===== config.mk =====
export PLATFORM = sky130hd
export DESIGN_NAME = fetch_unit
export DESIGN_NICKNAME = d
export VERILOG_FILES = /design/src/rtl/fetch_pkg.sv /design/src/rtl/fetch_unit_pc_counter.sv /design/src/rtl/fetch_unit.sv
export SDC_FILE = /design/constraint.sdc
export NUM_CORES = 1
export LEC_CHECK = 0
export CAP_MARGIN = 20
export CELL_PAD_IN_SITES_DETAIL_PLACEMENT = 0
export CELL_PAD_IN_SITES_GLOBAL_PLACEMENT = 1
export CORE_MARGIN = 2
export CORE_UTILIZATION = 40
export DETAILED_ROUTE_END_ITERATION = 10
export PLACE_DENSITY = 0.95
export SETUP_SLACK_MARGIN = 0.3
export SLEW_MARGIN = 0
export SYNTH_ARGS = -nofsm -noshare
export SYNTH_HDL_FRONTEND = slang
export SYNTH_SLANG_ARGS = --single-unit

===== constraint.sdc =====
create_clock -name clk -period 3.4 [get_ports clk]
set_clock_uncertainty 0.2 [all_clocks]
set_input_delay 0.68 -clock clk [delete_from_list [all_inputs] [get_ports clk]]
set_output_delay 0.68 -clock clk [all_outputs]
set_load 0.02 [all_outputs]

===== src/rtl/fetch_pkg.sv =====
// fetch_pkg
// Shared definitions for the instruction fetch slice: the fetch state
// encoding and the default widths / reset PC / watchdog limit used by
// fetch_unit and pc_counter.
// Ports: none (package).
// Build option: FETCH_TIMEOUT_EN (consumed by fetch_unit only).
package fetch_pkg;

  // IDLE: nothing pending, REQ: read outstanding, HOLD: word buffered
  typedef enum logic [1:0] {
    IDLE = 2'd0,
    REQ  = 2'd1,
    HOLD = 2'd2
  } fetch_state_t;

  localparam int DEF_AW       = 8;
  localparam int DEF_DW       = 8;
  localparam int DEF_RESET_PC = 0;
  localparam int DEF_TIMEOUT  = 15;

endpackage


===== src/rtl/fetch_unit_pc_counter.sv =====
// pc_counter
// Program counter register. On i_advance the PC moves to the word after
// the address being fetched, where that address is either the jump target
// (i_jmp_en) or the current PC. Otherwise the PC holds.
// Ports:
//   clk          in   clock, rising edge
//   rst          in   asynchronous active-low reset (PC <= RESET_PC)
//   i_advance    in   a fetch is being launched this cycle
//   i_jmp_en     in   fetch from i_jmp_addr instead of the PC
//   i_jmp_addr   in   jump target
//   o_fetch_addr out  address of the fetch launched this cycle (combinational)
//   o_pc         out  current program counter
module pc_counter
  import fetch_pkg::*;
#(
  parameter int            AW       = DEF_AW,
  parameter logic [AW-1:0] RESET_PC = AW'(DEF_RESET_PC)
) (
  input  logic          clk,
  input  logic          rst,
  input  logic          i_advance,
  input  logic          i_jmp_en,
  input  logic [AW-1:0] i_jmp_addr,
  output logic [AW-1:0] o_fetch_addr,
  output logic [AW-1:0] o_pc
);

  logic [AW-1:0] r_pc;
  logic [AW-1:0] w_fetch_addr;

  assign w_fetch_addr = i_jmp_en ? i_jmp_addr : r_pc;

  // Increment wraps naturally at 2^AW because the sum is truncated to AW bits
  always_ff @(posedge clk or negedge rst) begin
    if (!rst) begin
      r_pc <= RESET_PC;
    end else if (i_advance) begin
      r_pc <= w_fetch_addr + AW'(1);
    end
  end

  assign o_fetch_addr = w_fetch_addr;
  assign o_pc         = r_pc;

endmodule


===== src/rtl/fetch_unit.sv =====
// fetch_unit
// Owns the PC and the instruction register. Each accepted pc_en strobe
// issues one memory read over a req/ack handshake; the returned word is
// buffered and committed to IR on ir_en (or bypassed straight to IR when
// ack and ir_en coincide). Strobe-order violations set a sticky fetch_err.
// Build option: define FETCH_TIMEOUT_EN to add a watchdog that aborts a
// read left unacknowledged for TIMEOUT cycles and sets sticky timeout_err.
// Ports:
//   clk, rst (async, active-low)
//   i_pc_en, i_ir_en     phase strobes from the timing generator
//   i_halt               masks i_pc_en, PC frozen
//   i_jmp_en, i_jmp_addr jump request, sampled with i_pc_en
//   o_mem_req, o_mem_addr, i_mem_ack, i_mem_rdata  memory read handshake
//   o_pc, o_ir, o_ir_valid                         fetch results
//   o_fetch_err, o_timeout_err                     sticky error flags
module fetch_unit
  import fetch_pkg::*;
#(
  parameter int            AW       = DEF_AW,
  parameter int            DW       = DEF_DW,
  parameter logic [AW-1:0] RESET_PC = AW'(DEF_RESET_PC),
  parameter int            TIMEOUT  = DEF_TIMEOUT
) (
  input  logic          clk,
  input  logic          rst,
  input  logic          i_pc_en,
  input  logic          i_ir_en,
  input  logic          i_halt,
  input  logic          i_jmp_en,
  input  logic [AW-1:0] i_jmp_addr,
  output logic          o_mem_req,
  output logic [AW-1:0] o_mem_addr,
  input  logic          i_mem_ack,
  input  logic [DW-1:0] i_mem_rdata,
  output logic [AW-1:0] o_pc,
  output logic [DW-1:0] o_ir,
  output logic          o_ir_valid,
  output logic          o_fetch_err,
  output logic          o_timeout_err
);

  fetch_state_t  r_state;
  logic          r_mem_req;
  logic [AW-1:0] r_mem_addr;
  logic [DW-1:0] r_ir;
  logic          r_ir_valid;
  logic          r_fetch_err;
  logic [DW-1:0] r_buf;

  logic          w_pc_en_live;
  logic          w_launch;
  logic          w_timeout;
  logic [AW-1:0] w_fetch_addr;
  logic [AW-1:0] w_pc;

  // halt masks the fetch strobe entirely; a new fetch may start from IDLE or
  // HOLD (the latter drops the buffered word) but never while a read is out
  assign w_pc_en_live = i_pc_en && !i_halt;
  assign w_launch     = w_pc_en_live && (r_state != REQ);

  pc_counter #(
    .AW       (AW),
    .RESET_PC (RESET_PC)
  ) u_pc_counter (
    .clk          (clk),
    .rst          (rst),
    .i_advance    (w_launch),
    .i_jmp_en     (i_jmp_en),
    .i_jmp_addr   (i_jmp_addr),
    .o_fetch_addr (w_fetch_addr),
    .o_pc         (w_pc)
  );

`ifdef FETCH_TIMEOUT_EN
  localparam int CNT_W = (TIMEOUT > 1) ? $clog2(TIMEOUT) : 1;

  logic [CNT_W-1:0] r_cnt;
  logic             r_timeout_err;

  // r_cnt holds the number of completed REQ cycles, so the abort fires on
  // the TIMEOUT-th cycle spent waiting for an ack
  assign w_timeout = (r_state == REQ) && !i_mem_ack &&
                     (r_cnt == CNT_W'(TIMEOUT - 1));

  always_ff @(posedge clk or negedge rst) begin
    if (!rst) begin
      r_cnt <= '0;
    end else if (w_launch) begin
      r_cnt <= '0;
    end else if ((r_state == REQ) && !i_mem_ack) begin
      r_cnt <= r_cnt + CNT_W'(1);
    end
  end

  always_ff @(posedge clk or negedge rst) begin
    if (!rst) begin
      r_timeout_err <= 1'b0;
    end else if (w_timeout) begin
      r_timeout_err <= 1'b1;
    end
  end

  assign o_timeout_err = r_timeout_err;
`else
  // No watchdog: a read waits for its ack indefinitely and the flag is
  // constant low for any legal (non-negative) TIMEOUT
  assign w_timeout     = 1'b0;
  assign o_timeout_err = (TIMEOUT < 0);
`endif

  // Fetch sequencer. ir_valid defaults low so every commit is a single
  // cycle pulse. In HOLD a fresh pc_en wins over a coincident ir_en: the
  // buffered word is abandoned and the new read starts.
  always_ff @(posedge clk or negedge rst) begin
    if (!rst) begin
      r_state     <= IDLE;
      r_mem_req   <= 1'b0;
      r_mem_addr  <= '0;
      r_ir        <= '0;
      r_ir_valid  <= 1'b0;
      r_fetch_err <= 1'b0;
      r_buf       <= '0;
    end else begin
      r_ir_valid <= 1'b0;
      case (r_state)
        IDLE: begin
          if (i_ir_en) begin
            r_fetch_err <= 1'b1;
          end
          if (w_pc_en_live) begin
            r_mem_addr <= w_fetch_addr;
            r_mem_req  <= 1'b1;
            r_state    <= REQ;
          end
        end
        REQ: begin
          if (w_pc_en_live) begin
            r_fetch_err <= 1'b1;
          end
          if (i_mem_ack) begin
            r_mem_req <= 1'b0;
            if (i_ir_en) begin
              r_ir       <= i_mem_rdata;
              r_ir_valid <= 1'b1;
              r_state    <= IDLE;
            end else begin
              r_buf   <= i_mem_rdata;
              r_state <= HOLD;
            end
          end else begin
            if (i_ir_en) begin
              r_fetch_err <= 1'b1;
            end
            if (w_timeout) begin
              r_mem_req <= 1'b0;
              r_state   <= IDLE;
            end
          end
        end
        HOLD: begin
          if (w_pc_en_live) begin
            r_fetch_err <= 1'b1;
            r_mem_addr  <= w_fetch_addr;
            r_mem_req   <= 1'b1;
            r_state     <= REQ;
          end else if (i_ir_en) begin
            r_ir       <= r_buf;
            r_ir_valid <= 1'b1;
            r_state    <= IDLE;
          end
        end
        default: begin
          r_state   <= IDLE;
          r_mem_req <= 1'b0;
        end
      endcase
    end
  end

  assign o_mem_req   = r_mem_req;
  assign o_mem_addr  = r_mem_addr;
  assign o_pc        = w_pc;
  assign o_ir        = r_ir;
  assign o_ir_valid  = r_ir_valid;
  assign o_fetch_err = r_fetch_err;

endmodule


==> results.toml, run 1 <==
[clock_tree]
cts-hold-fix-buffers = 0
post_cts_buffers = 0
htree_levels = 2
numCtsBuffers = 5
cts_tree = "done"
cts.sink_count = 37
cts_root_buf = "clkbuf_8"
cts_resized = 0
clk_pin_slew_ns = 0.08
clock_latency_ns = 0.29
clock_path_buffers = 2

[timing]
timing.fmax_mhz = 397
period_needed_ns = 2.52
fin_ws_ns = 0.883
holdWs_ns = 0.286
tightest_slew_ns = 0.825
fin_crit_sh = 0.740
fin_tns_setup_ns = 0
drv_slew = 0
rsz0062_at_grt = "false"
hold_viol_final = 0
relSlewSlack = 0.450
setup_violations = 0

[finish]
final_util = 0.554
drive_gt1_frac = 0.198
final_area_um2 = 2620
n_antenna_cell = 0
instances_no_fill = 294
syn_to_final_growth_pct = 32.7
finalNetCount = 255
num-fill-cells = 412

[drt]
remaining_drc_errors = 0
wire_per_inst_um = 15.0
maxUsedRoutingLayer = "met4"
met1_length_mm = 1.91
vias_per_cell = 5.23
first_iter_violations = 121
wl_met2_mm = 2.23
route.vias.total = 1539
routed-wl-met3_um = 219
ant_nets = 0
wirelength_mm = 4.40
first_pass_iters = 4

[grt]
grt-ovfl-total = 0
grt_pass1_wl_mm = 7.17
grt_start_max_net_pins = 38
grt.total_usage = 0.171
grt_pass1_vias = 1519
antenna_found_initial = 0

[critical_path]
start_kind = "register"
path_cells = "inv_1 > ha_1 > nor2_1 > nor2_1 > buf_4 > nor2_1 > a21oi_1"
crit_path_frequent_cell = "nor2_1"
cpPeakStageDelay_ns = 0.58
cp_data_arrival_time_ns = 2.53
cp_slowest_cell = "ha_1"
worstPathRequired_ns = 3.41
path_max_fanout = 14
end_kind = "register"
critical_path_class = "reg -> reg"

[synth]
avgSynthCellArea_um2 = 11.3
syn-instance-count = 174
ys_ff_latch = 37
syn-num-nets = 203
ys_types = 40
syn_area_um2 = 1970
seq_area_frac_synth = 0.470
yosysWarnings = 0

[floorplanning]
ios = 51
die_area_um2 = 5500
row_count = 25
core-area_um2 = 4720
initial_utilization = 0.417
die-height_um = 74.2
die_w_um = 74.2

[power_and_ir_drop]
leakagePower_nw = 1.11
power_mw = 2.30
ir_drop_uv = 433
power_density_nw_per_um2 = 878

[placement]
gp_congestion = 0.900
dp_worst_setup_slack_ns = 0.641
dp_hpwl_mm = 3.24
placed_cell_area_um2 = 2520
io_buffer_count = 49
dp_cells = 286

[run_status]
status = "finished clean"

[job]
drv_cap = 0

[worst_hold_path]
min_path_type = "in -> async"
[worst max-delay path, delay by kind of cell (launching register included)]
kind | cells | cell delay [ns]
fa+ha+maj | 1 | 0.58
simple gates | 3 | 0.72
buf+inv | 2 | 0.37
compound gates | 1 | 0.12
flops | 1 | 0.43
[cell type report]
cell class | count | area (µm²) | area share
timing repair buffer | 52 | 508 | 0.194
clock inverter | 2 | 13.8 | 0.00526
sequential | 37 | 926 | 0.354
inverter | 8 | 30.0 | 0.0115
multi-input combinational | 122 | 971 | 0.371
clock buffer | 6 | 82.6 | 0.0316
tap | 67 | 83.8 | 0.0321
[where the power goes]
group	internal (mW)	switching [mW]	leakage, nW
clock network	0.164	0.165	0.0512
logic	0.590	0.569	0.613
registers	0.654	0.155	0.443
[worst paths after layout]
check	start	end	slack, ns	cells after the start
max in group asynchronous	rst	u_pc_counter.o_pc[2]	2.20	1
min in group clk	r_buf[3]	r_buf[3]	0.31	1
min reg2reg	r_buf[3]	r_buf[3]	0.31	1
min	rst	r_buf[3]	0.29	1
max	r_state[0]	o_mem_addr[7]	0.88	7
max reg2reg	r_state[0]	o_mem_addr[7]	0.88	7
[state kept, by name, summed over array words and instances, names as in the netlist]
| signal | count |
|---|---|
| u_pc_counter.o_pc | 8 |
| o_mem_addr | 8 |
| r_buf | 8 |
| r_state | 2 |
| o_ir | 8 |
| o_fetch_err | 1 |
| o_mem_req | 1 |
| o_ir_valid | 1 |
[routing by layer]
metal,vias to the layer above,GRT usage
met5,-,0
met4,0,0.0626
met3,5,0.0434
met2,40,0.281
met1,765,0.219
li1,729,-
[logic make-up (layout without fill, tap and decap cells)]
family,after synthesis,in the layout,synth area share
adders and majority gates,6,6,0.0381
AOI/OAI and AO/OA,36,36,0.124
and+or+nand+nor,39,39,0.110
buffers and inverters,15,68,0.0375
DFF,37,37,0.470
muxes,36,36,0.201
other,1,1,0.00190
xor gates and xnor gates,4,4,0.0178
[cell usage in the layout, fill, tap and decap left out, types with 2 or more instances in the layout]
| master | synthesis | final |
|---|---|---|
| clkdlybuf4s50_1 | 0 | 48 |
| dfrtp_1 | 37 | 37 |
| mux2_2 | 28 | 28 |
| a21oi_1 | 17 | 17 |
| nand2_1 | 11 | 11 |
| nor2_1 | 11 | 11 |
| inv_1 | 8 | 8 |
| mux2i_1 | 8 | 8 |
| ha_1 | 6 | 6 |
| clkbuf_8 | 0 | 6 |
| o21ai_0 | 4 | 4 |
| nand3_1 | 3 | 3 |
| nand4_1 | 3 | 3 |
| buf_4 | 1 | 3 |
| nor3_1 | 2 | 2 |
| xor2_1 | 2 | 2 |
| xnor2_1 | 2 | 2 |
| a221oi_1 | 2 | 2 |
| o22ai_1 | 2 | 2 |
[Yosys cell counts (all sizes together)]
cell	instances	area, µm²
dfrtp	37	926
mux2	28	315
a21oi	17	85.1
nand2	12	47.6
nor2	11	41.3
inv	8	30.0
mux2i	8	80.1
buf	7	43.8
ha	6	75.1
o21ai	4	20.0
a221oi	3	43.8
nand3	3	15.0
nand4	3	18.8
nand2b	2	20.0
nand4b	2	32.5
nor3	2	10.0
o22ai	2	12.5
xnor2	2	17.5
xor2	2	17.5
a211oi	1	7.51
a21o	1	7.51
a22oi	1	7.51
a311oi	1	8.76
a31oi	1	6.26
a41oi	1	8.76
and2b	1	7.51
conb	1	3.75
nor3b	1	7.51
nor4	1	6.26
o2111a	1	11.3
o211ai	1	7.51
o221ai	1	8.76
o2bb2ai	1	8.76
or3b	1	11.3
No activity file was read; power rests on OpenSTA's default activity.
==> run 2: changes to the inputs <==
--- a/config.mk
+++ b/config.mk
@@ -9,9 +9,9 @@
 export CELL_PAD_IN_SITES_DETAIL_PLACEMENT = 0
 export CELL_PAD_IN_SITES_GLOBAL_PLACEMENT = 1
 export CORE_MARGIN = 2
-export CORE_UTILIZATION = 40
+export CORE_UTILIZATION = 38
 export DETAILED_ROUTE_END_ITERATION = 10
-export PLACE_DENSITY = 0.95
+export PLACE_DENSITY = 0.92
 export SETUP_SLACK_MARGIN = 0.3
 export SLEW_MARGIN = 0
 export SYNTH_ARGS = -nofsm -noshare
==> constraint.sdc (replaced) <==
create_clock -name clk -period 2.5 [get_ports clk]
set_clock_uncertainty 0.2 [all_clocks]
set_input_delay 0.5 -clock clk [delete_from_list [all_inputs] [get_ports clk]]
set_output_delay 0.5 -clock clk [all_outputs]
set_load 0.02 [all_outputs]
==> results.toml, run 2 (synthesis results as in run 1) <==
[run_status]
status = "finished clean"

[clock_tree]
numCtsBuffers = 5
clk_pin_slew_ns = 0.08
clock_latency_ns = 0.28
htree_levels = 2
clock_path_buffers = 2
cts-hold-fix-buffers = 0
cts.sink_count = 37
cts_tree = "done"
cts_root_buf = "clkbuf_8"

[floorplanning]
die-height_um = 76.0
die_w_um = 76.0
ios = 51
die_area_um2 = 5780
core-area_um2 = 5040
initial_utilization = 0.391
row_count = 26

[timing]
rsz0062_at_grt = "true"
tightest_slew_ns = 0.779
drv_slew = 0
setup_violations = 0
relSlewSlack = 0.481
period_needed_ns = 2.15
fin_tns_setup_ns = 0
timing.fmax_mhz = 466
fin_crit_sh = 0.858
hold_viol_final = 0

[power_and_ir_drop]
p_sw_mw = 1.19
power_density_nw_per_um2 = 1170
power_frac_comb = 0.524
seqPwrFrac = 0.347
leakagePower_nw = 1.14
ir_drop_uv = 660
power.internal_mw = 1.95
switching_share = 0.379
power.share.clock = 0.129

[drt]
wirelength_mm = 4.10
remaining_drc_errors = 0
first_iter_violations = 110
ant_nets = 0
wire_per_inst_um = 13.5
vias_per_cell = 4.97
route.vias.total = 1510
first_pass_iters = 5

[placement]
io_buffer_count = 49
placed_cell_area_um2 = 2590
gp_congestion = 0.818
dp_hpwl_mm = 3.16

[critical_path]
ff2ff_path_depth = 5
cp_data_arrival_time_ns = 1.45
cp_slowest_cell = "clkdlybuf4s50_1"
regToRegEndpoint = "o_ir[4]"
rr_startpoint = "r_state[0]"
end_kind = "primary output"
cpPeakStageDelay_ns = 0.66
r2r_setup_slack_ns = 0.47
critical-path-top-delay-family = "buffers and inverters"
critPathBufInv = 1
critical_path_class = "reg -> out"
path_max_fanout = 6
worstPathRequired_ns = 1.80
path_cells = "clkdlybuf4s50_1"
start_kind = "register"

[grt]
grt.total_usage = 0.150
grt_pass1_wl_mm = 6.96
grt_pass1_vias = 1482
grt_start_max_net_pins = 38
grt-ovfl-total = 0
antenna_found_initial = 0

[finish]
final_area_um2 = 2680
drive_gt1_frac = 0.226
final_util = 0.531
layout_common_cells = "clkdlybuf4s50_1 (48), dfrtp_1 (37), mux2_2 (28)"
syn_to_final_growth_pct = 35.8
final_common_cell = "clkdlybuf4s50_1"
n_antenna_cell = 0
finalNetCount = 262

[worst_hold_path]
min_path_type = "in -> async"

[job]
drv_cap = 0
run 2: cell count changes in the layout (fill, tap and decap cells not counted), sizes merged:
cell	before	now
buf	4	11
clkinvlp	0	1
clkbuf	6	5
run 2: per-layer routing:
layer  vias up  global-route usage  wire, µm
met5         -                   0         0
met4         0              0.0491        41
met3         2              0.0332       113
met2        26               0.235      1960
met1       736               0.207      1980
li1        746                   -         -
run 2: cell type report:
type,count,area [µm²]
clock inverter,3,17.5
multi-input combinational,122,973
inverter,8,30.0
fill,441,2370
sequential,37,926
tap,70,87.6
clock buffer,5,68.8
timing repair buffer,59,573
run 2: worst max path at each step:
stage                              start  slack [ns]                    to  cells after the start
floorplan                       i_jmp_en        0.36  u_pc_counter.o_pc[6]                      8
global placement                i_jmp_en        0.11  u_pc_counter.o_pc[6]                      7
detailed placement              i_jmp_en        0.05  u_pc_counter.o_pc[6]                      7
CTS                 u_pc_counter.o_pc[2]        0.35               o_pc[2]                      1
global route                    i_jmp_en        0.30  u_pc_counter.o_pc[4]                      7
finish              u_pc_counter.o_pc[2]        0.35               o_pc[2]                      1
run 2: per-stage QoR:
| stage | total power, mW | hold slack, ns | worst slack [ns] | cells |
|---|---|---|---|---|
| 2_1_floorplan | 2.05 | 0.00441 | 0.357 | 174 |
| 3_3_place_gp | 2.73 | 0.281 | 0.107 | 296 |
| 3_5_place_dp | 2.76 | 0.291 | 0.0540 | 296 |
| 4_1_cts | 3.18 | 0.134 | 0.347 | 304 |
| 5_1_grt | 3.36 | 0.173 | 0.300 | 304 |
| 6_report | 3.14 | 0.0953 | 0.354 | 304 |
run 2: power by group through the flow:
| stage | Combinational, mW | Sequential (mW) | Clock (mW) |
|---|---|---|---|
| after floorplan | 0.730 | 1.33 | 0 |
| after global placement | 1.63 | 1.10 | 0 |
| after detailed placement | 1.66 | 1.10 | 0 |
| after CTS | 1.66 | 1.10 | 0.417 |
| after global routing | 1.78 | 1.14 | 0.441 |
| final | 1.65 | 1.09 | 0.405 |
run 2: what timing repair did:
| action | CTS | global route |
|---|---|---|
| resized for setup | 0 | 1 |
| setup endpoints to repair | 0 | 2 |
| buffers inserted | 0 | 0 |
run 2: worst reg2reg max path, cell delays in order, from the launching register on:
cell and delay [ns]:
dfrtp_1 0.43, inv_1 0.10, ha_1 0.33, buf_4 0.24
mux2_2 0.35, mux2_2 0.26
==> run 3: changes to the inputs <==
--- a/config.mk
+++ b/config.mk
@@ -9,9 +9,10 @@
 export CELL_PAD_IN_SITES_DETAIL_PLACEMENT = 0
 export CELL_PAD_IN_SITES_GLOBAL_PLACEMENT = 1
 export CORE_MARGIN = 2
-export CORE_UTILIZATION = 38
+export CORE_UTILIZATION = 45
 export DETAILED_ROUTE_END_ITERATION = 10
-export PLACE_DENSITY = 0.92
+export DONT_BUFFER_PORTS = 1
+export PLACE_DENSITY = 0.85
 export SETUP_SLACK_MARGIN = 0.3
 export SLEW_MARGIN = 0
 export SYNTH_ARGS = -nofsm -noshare
==> results.toml, run 3 (synthesis results as in run 1) <==
[grt]
grt-ovfl-total = 0
antenna_found_initial = 0
grt_pass1_wl_mm = 6.71
grt_start_max_net_pins = 38
grt.total_usage = 0.173
grt_pass1_vias = 1360

[timing]
fin_crit_sh = 0.852
fin_tns_setup_ns = 0
drv_slew = 0
period_needed_ns = 2.13
hold_viol_final = 0
setup_violations = 0
tightest_slew_ns = 0.516
relSlewSlack = 0.656
rsz0062_at_grt = "false"
timing.fmax_mhz = 469

[finish]
layout_common_cells = "dfrtp_1 (37), mux2_2 (28), a21oi_1 (17)"
finalNetCount = 208
instances_no_fill = 232
n_antenna_cell = 0
syn_to_final_growth_pct = 9.78
final_common_cell = "dfrtp_1"
drive_gt1_frac = 0.250
final_area_um2 = 2160

[clock_tree]
cts_root_buf = "clkbuf_8"
cts.sink_count = 37
numCtsBuffers = 5
post_cts_buffers = 0
htree_levels = 2
clk_pin_slew_ns = 0.08
cts_tree = "done"
clock_path_buffers = 2
clock_latency_ns = 0.28

[placement]
gp_congestion = 0.787
dp_cells = 222
placed_cell_area_um2 = 2010
dp_hpwl_mm = 3.05
io_buffer_count = 0

[critical_path]
worstPathRequired_ns = 2.47
critical_path_class = "reg -> reg"
cp_slowest_cell = "a221oi_4"
critical-path-top-delay-family = "compound AO/OA/AOI/OAI gates"
end_kind = "register"
cp_data_arrival_time_ns = 2.10
critPathBufInv = 1
path_cells = "inv_1 > ha_1 > a221oi_4 > mux2_2"
path_max_fanout = 8
start_kind = "register"
cpPeakStageDelay_ns = 0.53

[drt]
route.vias.total = 1390
remaining_drc_errors = 0
vias_per_cell = 5.99
ant_nets = 0
wirelength_mm = 4.06
first_pass_iters = 4
wire_per_inst_um = 17.5
first_iter_violations = 93

[floorplanning]
die_area_um2 = 4920
die-height_um = 70.2
die_w_um = 70.2
initial_utilization = 0.459
core-area_um2 = 4290
ios = 51
row_count = 24

[run_status]
status = "finished clean"

[power_and_ir_drop]
power_density_nw_per_um2 = 1290
leakagePower_nw = 0.937
ir_drop_uv = 472

[job]
drv_cap = 0

[worst_hold_path]
min_path_type = "in -> reg"
==> run 3: changes by cell type in the layout (fill, tap and decap cells not counted) <==
cell	before	now
buf_2	1	0
clkinv_2	2	0
clkinvlp_4	1	0
clkbuf_8	5	6
bufinv_16	0	1
dlygate4sd3_1	0	1
clkbuf_1	0	1
buf_4	9	3
clkdlybuf4s50_1	48	0
==> run 3: worst paths after layout <==
kind	end	cells past startpoint	slack, ns	from
min in group asynchronous	o_mem_req	2	0.46	rst
max	o_ir[1]	4	0.37	r_state[0]
min reg2reg	r_buf[7]	1	0.31	r_buf[7]
max in group asynchronous	u_pc_counter.o_pc[3]	2	1.44	rst
min	r_buf[2]	1	0.17	i_mem_rdata[2]
max reg2reg	o_ir[1]	4	0.37	r_state[0]
==> run 3: report_power, final <==
part,internal [mW],switching (mW)
sequential,0.887,0.500
combinational,0.450,0.427
clock,0.325,0.203
==> run 3: metrics by stage <==
step                total power [mW]  hold slack (ns)  setup WS, ns   util
floorplan                       2.05          0.00441         0.357      -
global placement                2.19          0.00554         0.493  0.469
detailed placement              2.26          0.00556         0.394  0.469
CTS                             2.81            0.158         0.377  0.503
global route                    2.97            0.143         0.302  0.504
finish                          2.79            0.165         0.370  0.504
==> run 3: per-layer routing <==
| metal | wire length (µm) | track usage | up-vias |
|---|---|---|---|
| met2 | 2030 | 0.294 | 66 |
| li1 | - | - | 641 |
| met1 | 1600 | 0.199 | 681 |
| met5 | 0 | 0 | - |
| met4 | 34 | 0.0513 | 0 |
| met3 | 389 | 0.0722 | 2 |
==> run 3: cell type report <==
class | instances | area (µm²)
Multi-Input combinational cell | 122 | 973
Clock inverter | 1 | 30.0
Sequential cell | 37 | 926
Fill cell | 381 | 2130
Clock buffer | 7 | 86.3
Inverter | 8 | 30.0
Tap cell | 52 | 65.1
Timing Repair Buffer | 5 | 52.6
==> run 3: repair_timing <==
action / in CTS / in global routing
endpoints found under the setup margin: 0 / 2
gates resized for setup: 0 / 1
hold buffers: 2 / 0
hold endpoints to repair: 37 / 0
